--- src/rtl/ahb_pkg.sv ---
// Shared AHB-Lite encodings and the data-phase state type for the SRAM bridge.
package ahb_pkg;

  localparam logic [1:0] HTRANS_IDLE   = 2'b00;
  localparam logic [1:0] HTRANS_BUSY   = 2'b01;
  localparam logic [1:0] HTRANS_NONSEQ = 2'b10;
  localparam logic [1:0] HTRANS_SEQ    = 2'b11;

  localparam logic [1:0] HRESP_OKAY  = 2'b00;
  localparam logic [1:0] HRESP_ERROR = 2'b01;

  localparam logic [2:0] HSIZE_BYTE  = 3'd0;
  localparam logic [2:0] HSIZE_HALF  = 3'd1;
  localparam logic [2:0] HSIZE_WORD  = 3'd2;
  localparam logic [2:0] HSIZE_DWORD = 3'd3;

  typedef enum logic [2:0] {
    ST_IDLE,
    ST_WR,
    ST_WDONE,
    ST_RWAIT,
    ST_RD,
    ST_ERR1,
    ST_ERR2
  } dphase_e;

endpackage

--- src/rtl/ahb_strb_gen.sv ---
// Byte-lane strobe generator: derives lane enables from HSIZE and the
// in-word address offset, and flags oversize or misaligned transfers.
module ahb_strb_gen #(
  parameter  int DW = 32,
  localparam int NB = DW / 8,
  localparam int LB = $clog2(NB)
) (
  input  logic [2:0]    hsize_i,
  input  logic [LB-1:0] addr_lo_i,
  output logic [NB-1:0] strb_o,
  output logic          err_o
);

  int unsigned sz;
  int unsigned off;

  always_comb begin
    sz     = 32'(hsize_i);
    off    = 32'(addr_lo_i);
    err_o  = (sz > 32'(LB)) || ((off & ((32'd1 << sz) - 32'd1)) != 32'd0);
    strb_o = '0;
    // Contiguous run of 2**HSIZE lanes starting at the byte offset.
    for (int unsigned b = 0; b < 32'(NB); b++)
      strb_o[b] = (b >= off) && (b < off + (32'd1 << sz));
  end

endmodule

--- src/rtl/ahb_sram_bridge.sv ---
// AHB-Lite slave front-end for a single-port synchronous SRAM macro:
// one data-phase FSM, byte-lane writes, RD_LAT-cycle reads, two-cycle ERROR.
module ahb_sram_bridge
  import ahb_pkg::*;
#(
  parameter int DW     = 32,
  parameter int AW     = 32,
  parameter int MEM_AW = 10,
  parameter int RD_LAT = 1
) (
  input  logic              clk,
  input  logic              rst,
  input  logic              HSEL,
  input  logic              HWRITE,
  input  logic              HREADYIN,
  input  logic [AW-1:0]     HADDR,
  input  logic [1:0]        HTRANS,
  input  logic [2:0]        HSIZE,
  input  logic [2:0]        HBURST,
  input  logic [DW-1:0]     HWDATA,
  output logic              HREADYOUT,
  output logic [1:0]        HRESP,
  output logic [DW-1:0]     HRDATA,
  output logic              o_we,
  output logic [MEM_AW-1:0] o_waddr,
  output logic [DW/8-1:0]   o_wstrb,
  output logic [DW-1:0]     o_wdata,
  output logic              o_re,
  output logic [MEM_AW-1:0] o_raddr,
  input  logic [DW-1:0]     i_rdata
);

  localparam int NB = DW / 8;
  localparam int LB = $clog2(NB);

  dphase_e           state_q, state_d;
  logic [MEM_AW-1:0] waddr_q, waddr_d;
  logic [NB-1:0]     wstrb_q, wstrb_d;

  logic [NB-1:0]     strb;
  logic              size_err, hi_err, illegal;
  logic              acc, valid_rd, conflict, ready;
  logic [MEM_AW-1:0] widx;
  logic              unused_ok;

  assign unused_ok = ^{HBURST, HTRANS[0]};

  ahb_strb_gen #(.DW(DW)) u_strb (
    .hsize_i   (HSIZE),
    .addr_lo_i (HADDR[LB-1:0]),
    .strb_o    (strb),
    .err_o     (size_err)
  );

  assign widx = HADDR[MEM_AW+LB-1:LB];

  generate
    if (AW > MEM_AW + LB) begin : g_hi
      assign hi_err = |HADDR[AW-1:MEM_AW+LB];
    end else begin : g_nohi
      assign hi_err = 1'b0;
    end
  endgenerate

  assign illegal = size_err | hi_err;

  // Conflict detection ignores HREADYIN: during our own data phase it mirrors
  // HREADYOUT, and including it would close a combinational loop.
  assign valid_rd = HSEL & HTRANS[1] & ~HWRITE & ~illegal;
  assign acc      = HSEL & HTRANS[1] & HREADYIN & ready;

  always_comb begin
    ready    = 1'b1;
    HRESP    = HRESP_OKAY;
    HRDATA   = '0;
    conflict = 1'b0;
    case (state_q)
      ST_WR: begin
        conflict = valid_rd && (widx == waddr_q);
        ready    = ~conflict;
      end
      ST_RWAIT: ready = 1'b0;
      ST_RD:    HRDATA = i_rdata;
      ST_ERR1: begin
        ready = 1'b0;
        HRESP = HRESP_ERROR;
      end
      ST_ERR2:  HRESP = HRESP_ERROR;
      default: ;
    endcase
  end

  assign HREADYOUT = ready;

  always_comb begin
    state_d = ST_IDLE;
    waddr_d = waddr_q;
    wstrb_d = wstrb_q;
    if (!ready) begin
      case (state_q)
        ST_WR:    state_d = ST_WDONE;
        ST_RWAIT: state_d = ST_RD;
        ST_ERR1:  state_d = ST_ERR2;
        default:  state_d = ST_IDLE;
      endcase
    end else if (acc) begin
      if (illegal) begin
        state_d = ST_ERR1;
      end else if (HWRITE) begin
        state_d = ST_WR;
        waddr_d = widx;
        wstrb_d = strb;
      end else begin
        state_d = (RD_LAT == 2) ? ST_RWAIT : ST_RD;
      end
    end
  end

  always_ff @(posedge clk) begin
    if (rst) begin
      state_q <= ST_IDLE;
      waddr_q <= '0;
      wstrb_q <= '0;
    end else begin
      state_q <= state_d;
      waddr_q <= waddr_d;
      wstrb_q <= wstrb_d;
    end
  end

  // Strobes are gated by rst so a write in flight at reset never lands.
  assign o_we    = (state_q == ST_WR) & ~rst;
  assign o_waddr = waddr_q;
  assign o_wstrb = wstrb_q;
  assign o_wdata = HWDATA;
  assign o_re    = acc & ~HWRITE & ~illegal & ~conflict & ~rst;
  assign o_raddr = widx;

endmodule
--- config.mk ---
export PLATFORM = sky130hd
export DESIGN_NAME = ahb_sram_bridge
export DESIGN_NICKNAME = d
export VERILOG_FILES = /design/src/rtl/ahb_pkg.sv /design/src/rtl/ahb_strb_gen.sv /design/src/rtl/ahb_sram_bridge.sv
export SDC_FILE = /design/constraint.sdc
export NUM_CORES = 1
export LEC_CHECK = 0
export ABC_AREA = 0
export CORE_AREA = 2 2 78 80
export DETAILED_ROUTE_END_ITERATION = 12
export DIE_AREA = 0 0 80 82
export DONT_BUFFER_PORTS = 1
export PLACE_DENSITY_LB_ADDON = 0.25
export SYNTH_ARGS = -nofsm -noshare
export SYNTH_HDL_FRONTEND = slang
export SYNTH_SLANG_ARGS = --single-unit
--- constraint.sdc ---
create_clock -name clk -period 2.3 [get_ports clk]
set_input_delay 0.345 -clock clk [delete_from_list [all_inputs] [get_ports clk]]
set_output_delay 0.345 -clock clk [all_outputs]
set_load 0.05 [all_outputs]
== Word level (Yosys, flattened, before mapping) ==
Index checks and enable logic that the tools add are counted.
Operators by class
  add/sub/neg operators: 2
  magnitude comparators: 8
  eq/ne operators: 6
  shift operators: 1
  multiplexer cells: 9
  bitwise gates (word level): 17
  reductions and logical operators: 10
Operators with widths (number)
  1-bit by 32-bit < comparator with 1-bit output (first input constant): 2
  2-bit by 32-bit < comparator with 1-bit output (first input constant): 2
  2-bit by 32-bit adder with 32-bit output: 1
  2-bit by 32-bit bitwise AND with 32-bit output: 1
  32-bit two-way mux: 1
  32-bit nonzero test: 1
  1-bit by 3-bit left shift with 32-bit output (first input constant): 1
  32-bit by 1-bit subtractor with 32-bit output (second input constant): 1
  20-bit OR reduction: 1
  3-bit two-way mux: 4
  1-bit bitwise AND: 10
  10-bit equality test: 1
  3-bit equality test (second input constant): 3
  3-bit case mux with 3 select lines: 1
  1-bit NOT: 5
  1-bit by 2-bit >= comparator with 1-bit output (first input constant): 2
  1-bit logical AND: 4
  4-bit AND reduction: 1
  2-bit OR reduction: 2
  3-bit by 1-bit equality test with 1-bit output (second input constant): 1
  3-bit by 2-bit equality test with 1-bit output (second input constant): 1
  3-bit by 2-bit > comparator with 1-bit output (second input constant): 1
  2-bit >= comparator (first input constant): 1
  1-bit two-way mux: 2
  other kinds (3): 3
Word-level totals
  bits in registers: 17
  input port bits: 109
  logic and storage cells: 56

== Depth between registers and ports, before layout ==
Gate-level depths: netlist of run 1.
  word-level depth: 16
  gate-level depth with buffers: 9
  gate-level depth less buffers: 9

== By module ==
From an unflattened synthesis of run 1, not the netlist that was laid out.
Second synthesis, totals
  cell total of the unflattened synthesis: 217
  area, all modules: 1785.5 sq um
By module, submodules not included
  ahb_sram_bridge: instances 1, cells an instance 194, area an instance 1621.6 sq um
  ahb_strb_gen: instances 1, cells an instance 23, area an instance 163.9 sq um

== Worst setup path after synthesis of run 1 ==
No wires, ideal clock.
  kind: in2out
  start point: input HSIZE[1]
  end point: output o_re
  data arrival time: 2190 ps
  slack: -235 ps
  stages: 6
  path buffers: 0
  cell sequence: or3_1 ha_1 nor4_4 nand4_4 nor3_1 and3b_1
Between the ends
  longest elaborated chain between the ends: 16
Ends and longest elaborated chain
  start: declaration: line ahb_sram_bridge.sv:18  | input logic [2:0] HSIZE,
  1-bit by 3-bit left shift with 32-bit output: line ahb_strb_gen.sv:20  | err_o = (sz > 32'(LB)) || ((off & ((32'd1 << sz) - 32'd1)) != 32'd0);
  32-bit by 1-bit subtractor with 32-bit output: line ahb_strb_gen.sv:20
  2-bit by 32-bit bitwise AND with 32-bit output: line ahb_strb_gen.sv:20
  32-bit nonzero test: line ahb_strb_gen.sv:20
  1-bit logical OR *: line ahb_strb_gen.sv:20
  1-bit OR *: line ahb_sram_bridge.sv:65  | assign illegal = size_err | hi_err;
  1-bit NOT (no source line) *
  1-bit bitwise AND: line ahb_sram_bridge.sv:69  | assign valid_rd = HSEL & HTRANS[1] & ~HWRITE & ~illegal;
  1-bit logical AND: line ahb_sram_bridge.sv:79  | conflict = valid_rd && (widx == waddr_q);
  1-bit NOT: line ahb_sram_bridge.sv:80  | ready = ~conflict;
  1-bit case mux with 2 select lines: line ahb_sram_bridge.sv:77  | case (state_q)
  1-bit bitwise AND: line ahb_sram_bridge.sv:70  | assign acc = HSEL & HTRANS[1] & HREADYIN & ready;
  1-bit bitwise AND (2 in series): line ahb_sram_bridge.sv:136  | assign o_re = acc & ~HWRITE & ~illegal & ~conflict & ~rst;
  1-bit bitwise AND * (2 in series): line ahb_sram_bridge.sv:136
  end: declaration: line ahb_sram_bridge.sv:28  | output logic o_re,
Mark *: on every way between the ends. The rest lies on a longest branch, timed or not.

== Worst setup path after layout of run 1 ==
Ends and elaborated chain as after synthesis.

==> impl_metrics.ini, run 1 <==
[pwr]
p_sw_mw = 0.211
seqPwrFrac_pct = 44.9
power.density_mw_per_mm2 = 384
leakage_nw = 0.668
clkPwrFrac_pct = 35.0
switching_share_pct = 31.8
intPower_mw = 0.452
p_comb_share_pct = 20.1
vdd_ir_drop_max_v = 0.000152

[logic_synthesis]
synth_nets = 335
synthTopCellsByArea = dfxtp_1 (19%), buf_4 (18%), and2_1 (11%), xor2_1 (5.4%), o31ai_1 (4.2%)
yosysSeqAreaShare_pct = 19.2
synth_area_mm2 = 0.00177
syn_inst = 222
synth_largest_area_cell = dfxtp_1
ys_ff_latch = 17
yosysTopAreaCellShare_pct = 19.2
synthDistinctLibCells = 47
avgSynthCellArea_um2 = 7.99
yosysWarnings = 0

[clock_tree]
post-cts-setup-buffers = 0
clock_latency_ps = 250
cts_root_buffer = clkbuf_8
cts_tree = yes
cts_buffers = 3
cts_num_sinks = 17
path_clk_slew_ps = 70
h-tree-depth = 1
cts_buffer_depth = 2

[sta]
setup_slack_ps = 57.5
setup-tns-final_ps = 0
max_slew_margin_pct = 51.8
fin_crit_ps = 2240
finalSetupViolCount = 0
tightest_slew_ps = 721
post-route-period-util_pct = 97.5
report.final.slew_viol_count = 0
finalHoldViolCount = 0
clock_skew_ps = 1.38
holdWs_ps = 153
rsz0062_at_grt = yes
max_freq_mhz = 446

[grt]
grt-ovfl-total = 0
grt_max_degree = 33
grt_pass1_vias = 1312
grt_usage_pct = 13.2
antenna_found_initial = 0
grt_pass1_wl_mm = 6.60

[route]
via_per_inst = 5.39
drtIter0Drc = 69
drt_pass1_iterations = 4
drtAntennaViolNets = 0
dr_total_vias = 1433
wl_mm = 4.50
avgRoutedWirePerCell_um = 16.9
drc = 0

[worst_setup_path]
r2r_setup_slack_ps = 630
path_buf_inv = 1
timing.rr.end = o_wstrb[3]
path_cells = or3_4 -> ha_4 -> nor4_4 -> nand4_4 -> nor3_4 -> and3b_2 -> buf_12
worstPathArrival_ps = 1900
worstSetupStartpoint = HSIZE[1]
path_max_fanout = 4
crit_family = simple AND/OR/NAND/NOR gates
worstSetupPathType = primary input to primary output
rr_worst_depth = 4
worstPathRequired_ps = 1960
critPathCapture = o_re
worst_path_max_delay_cell = or3_4
start_kind = primary input
slowest_delay_ps = 390
r2r-start = state_q[2]
cp.depth = 7
cp-end-kind = primary output

[floorplan]
die_x_um = 80
num_rows = 28
initial_core_util_pct = 30.9
num_io_pins = 202
dieArea_mm2 = 0.00656
dieHeight_um = 82
core_area_mm2 = 0.00575

[placement]
port_buffers = 0
pre_cts_slack_ps = -47.6
gp_congestion = 0.750
dp.cells = 262
hpwl_mm = 3.57

[final_layout]
instances_no_fill = 266
drive_gt1_share_pct = 18.8
area_growth_pct = -2.61
mostFrequentLayoutCells = and2_1 (32), dfxtp_1 (17), buf_4 (17)
postLayoutCoreUtil_pct = 30.1
layout_commonest_cell = and2_1
num_antenna_cells = 0
fin_nets = 305

[hold_path]
hold_class = primary input to flop

[run_status]
status = finished, final reports clean

[flow_run]
drv_cap = 0
## kinds of logic after synthesis
logic type,count (synthesis),share of synthesized area [%]
AOI/OAI and AO/OA,36,14.0
xor gates and xnor gates,12,5.93
adders and majority gates,4,3.25
buffers and inverters,61,22.4
DFF,17,19.2
muxes,3,1.69
other,1,0.212
and+or+nand+nor,88,33.3
## Yosys cell counts, drive strengths merged
cell type,instances
nor3b,1
clkbuf,6
nor3,4
nor2b,1
and3b,1
nand4,11
a21bo,1
o221ai,1
and4,1
inv,7
fa,1
nor4,12
buf,47
o311a,1
a22oi,1
a211oi,1
xnor2,1
nor4b,1
dfxtp,17
o31ai,10
xor2,11
nand2b,2
o211ai,3
and3,4
clkinv,1
mux2i,3
ha,3
nand4b,1
conb,1
or2,1
a21oi,13
a21boi,1
and2,32
a31o,1
nand2,7
nor2,5
nand3,3
or3,1
o21ai,3
## power groups by stage
| stage | clock network, mW | logic (mW) | registers [mW] |
|---|---|---|---|
| 3_5_place_dp | 0 | 0.132 | 0.305 |
| 3_3_place_gp | 0 | 0.132 | 0.305 |
| 6_report | 0.232 | 0.133 | 0.298 |
| 5_1_grt | 0.258 | 0.145 | 0.298 |
| 4_1_cts | 0.244 | 0.132 | 0.298 |
| 2_1_floorplan | 0 | 0.319 | 0.303 |
## area by class of cell
cell class              instances  area [µm²]
fillers                       629        4020
multi-input cells             144        1070
flip-flops and latches         17         340
repair buffers                 18         148
well taps                      75        93.8
clock buffers                   4        45.0
inverters                       8        30.0
## per-layer routing
| metal | wire length [µm] | part of all wire (%) | vias up | global-route usage, % |
|---|---|---|---|---|
| met5 | 0 | 0 | - | 0 |
| met4 | 52 | 1.2 | 0 | 4.75 |
| met3 | 427 | 9.5 | 5 | 4.07 |
| met2 | 2150 | 48 | 97 | 21.1 |
| met1 | 1870 | 42 | 657 | 16.7 |
| li1 | - | - | 674 | - |
## registers in the layout, indices dropped and copies added (netlist names)
register  flops
o_waddr      10
o_wstrb       4
state_q       3
## how the worst min path moves through the flow
stage                 from          to  slack, ps  depth (start not counted)
detailed placement     rst  o_waddr[9]        420                          1
global placement       rst  o_waddr[8]        420                          1
global route           rst  o_waddr[4]        140                          1
finish                 rst  o_waddr[7]        150                          1
floorplan           HWRITE  state_q[0]        490                          2
CTS                    rst  o_waddr[2]        140                          1
## timing repair
action | CTS | global route
endpoints found under the setup margin | 1 | 2
hold buffers | 0 | 0
pin swaps | 0 | 1
gates resized for setup | 2 | 2
## per-stage QoR
step / total power, mW / cell area (µm²)
2_1_floorplan: 0.622 / 1780
3_5_place_dp: 0.437 / 1660
4_1_cts: 0.674 / 1710
6_report: 0.663 / 1730
5_1_grt: 0.701 / 1730
3_3_place_gp: 0.436 / 1660
Note: power is estimated with default switching activity, not from simulation.
==> run 2, diff against run 1 <==
Settings changed: GPL_TIMING_DRIVEN set to 0.
==> impl_metrics.ini, run 2 (synthesized netlist as in run 1, its figures left out) <==
[sta]
post-route-period-util_pct = 99.2
tightest_slew_ps = 1060
clock_skew_ps = 6.66
finalHoldViolCount = 0
rsz0062_at_grt = yes
finalSetupViolCount = 0
max_freq_mhz = 438
fin_crit_ps = 2280
max_slew_margin_pct = 29.1
report.final.slew_viol_count = 0
holdWs_ps = 226

[clock_tree]
path_clk_slew_ps = 70
cts_num_sinks = 17
h-tree-depth = 1
clock_latency_ps = 260
cts_tree = yes
cts_root_buffer = clkbuf_8
cts_buffer_depth = 2
cts_buffers = 3

[pwr]
power_mw = 0.870
power.density_mw_per_mm2 = 432
vdd_ir_drop_max_v = 0.000174
leakage_nw = 0.844

[floorplan]
initial_core_util_pct = 30.9
num_rows = 28
num_io_pins = 202
dieHeight_um = 82
core_area_mm2 = 0.00575
die_x_um = 80
dieArea_mm2 = 0.00656

[final_layout]
postLayoutCoreUtil_pct = 35.0
final_area_mm2 = 0.00201
multiInputGateArea_mm2 = 0.00112
largest_register_ff_count = 10
area_growth_pct = 13.5
layout_commonest_cell = buf_4
register_area_um2 = 349
mostFrequentLayoutCells = buf_4 (44), and2_2 (30), a21oi_1 (12)
drive_gt1_share_pct = 47.1
fill_cells = 612
fin_nets = 341
num_antenna_cells = 0

[flow_run]
drv_cap = 0

[grt]
grt_usage_pct = 12.5
use_met1_pct = 15.9
grtUsageMet3_pct = 3.30
use_met2_pct = 21.3
grt_pass1_vias = 1288
grt_pass1_wl_mm = 6.35
grt_max_degree = 11
grt-ovfl-total = 0
antenna_found_initial = 0
busiest_layer = met2

[hold_path]
hold_class = primary input to flop
min_to = o_waddr[6]
hp-start = HADDR[8]
holdPathStages = 2

[run_status]
status = finished, final reports clean

[route]
dr_total_vias = 1573
avgRoutedWirePerCell_um = 16.1
drt_pass1_iterations = 4
drc = 0
drtIter0Drc = 84
drtAntennaViolNets = 0
wl_mm = 4.87
via_per_inst = 5.21

[worst_setup_path]
r2r-start = state_q[2]
rr_worst_depth = 5
r2r_setup_slack_ps = 610
cp-end-kind = primary output
timing.rr.end = o_waddr[3]
worst_path_max_delay_cell = dfxtp_1
slowest_delay_ps = 690
worstSetupPathType = flop to primary output
worstPathRequired_ps = 1960
worstPathArrival_ps = 1940
start_kind = flop
path_cells = xor2_1 -> nor4_1 -> and3_1 -> and3b_2
path_max_fanout = 3

[placement]
port_buffers = 0
gp_congestion = 0.741
placed_area_mm2 = 0.00187
hpwl_mm = 3.92
## run 2: metrics by stage
step	setup slack, ps	setup TNS (ps)	std cells
5_1_grt	-79.8	-79.8	302
3_5_place_dp	-154	-265	297
4_1_cts	13.9	0	302
6_report	18.2	0	302
2_1_floorplan	43.0	0	222
3_3_place_gp	-146	-254	297
## run 2: worst max path at each step
stage / start / endpoint / slack [ps] / cells after the start
CTS: o_waddr[0] / o_re / 10 / 4
finish: o_waddr[9] / o_re / 20 / 4
floorplan: HSIZE[1] / o_re / 40 / 6
global placement: o_waddr[3] / HREADYOUT / -150 / 4
detailed placement: o_waddr[3] / HREADYOUT / -150 / 4
global route: HSIZE[1] / o_re / -80 / 6
## run 2: cell type report
class	count	share of cell area, %
Clock buffer	3	2.05
Sequential cell	17	17.3
Tap cell	75	4.66
Clock inverter	1	0.249
Timing Repair Buffer	1	0.373
Multi-Input combinational cell	144	55.6
Buffer	53	18.3
Inverter	8	1.49
## run 2: power breakdown
part	leakage (nW)	switching, mW	internal (mW)	total [mW]
clock network	0.0255	0.111	0.120	0.231
registers	0.141	0.00104	0.295	0.296
logic	0.678	0.255	0.0874	0.343
## run 2: repair_timing
item                                    4_1_cts  5_1_grt
resized for setup                            13       31
endpoints found under the setup margin       32       31
buffers inserted                              1        0
hold buffers                                  0        0
pin swaps                                     3        0
## run 2: worst max-delay path: cells and delay by family (launching register included)
kind	cells	cell delay (ps)
and+or+nand+nor	3	800
xor gates and xnor gates	1	200
DFF	1	690
## run 2: layer usage
layer / vias up / part of all wire, %
met5: - / 0
met1: 716 / 40
met4: 0 / 0.41
li1: 746 / -
met3: 2 / 9.0
met2: 109 / 50
==> run 3, diff against run 2 <==
Settings changed: CTS_BUF_LIST set to sky130_fd_sc_hd__clkbuf_4 sky130_fd_sc_hd__clkbuf_8 sky130_fd_sc_hd__clkbuf_16.
==> results of run 3 <==
Final layout, timing and power as in run 2 (identical DEF).
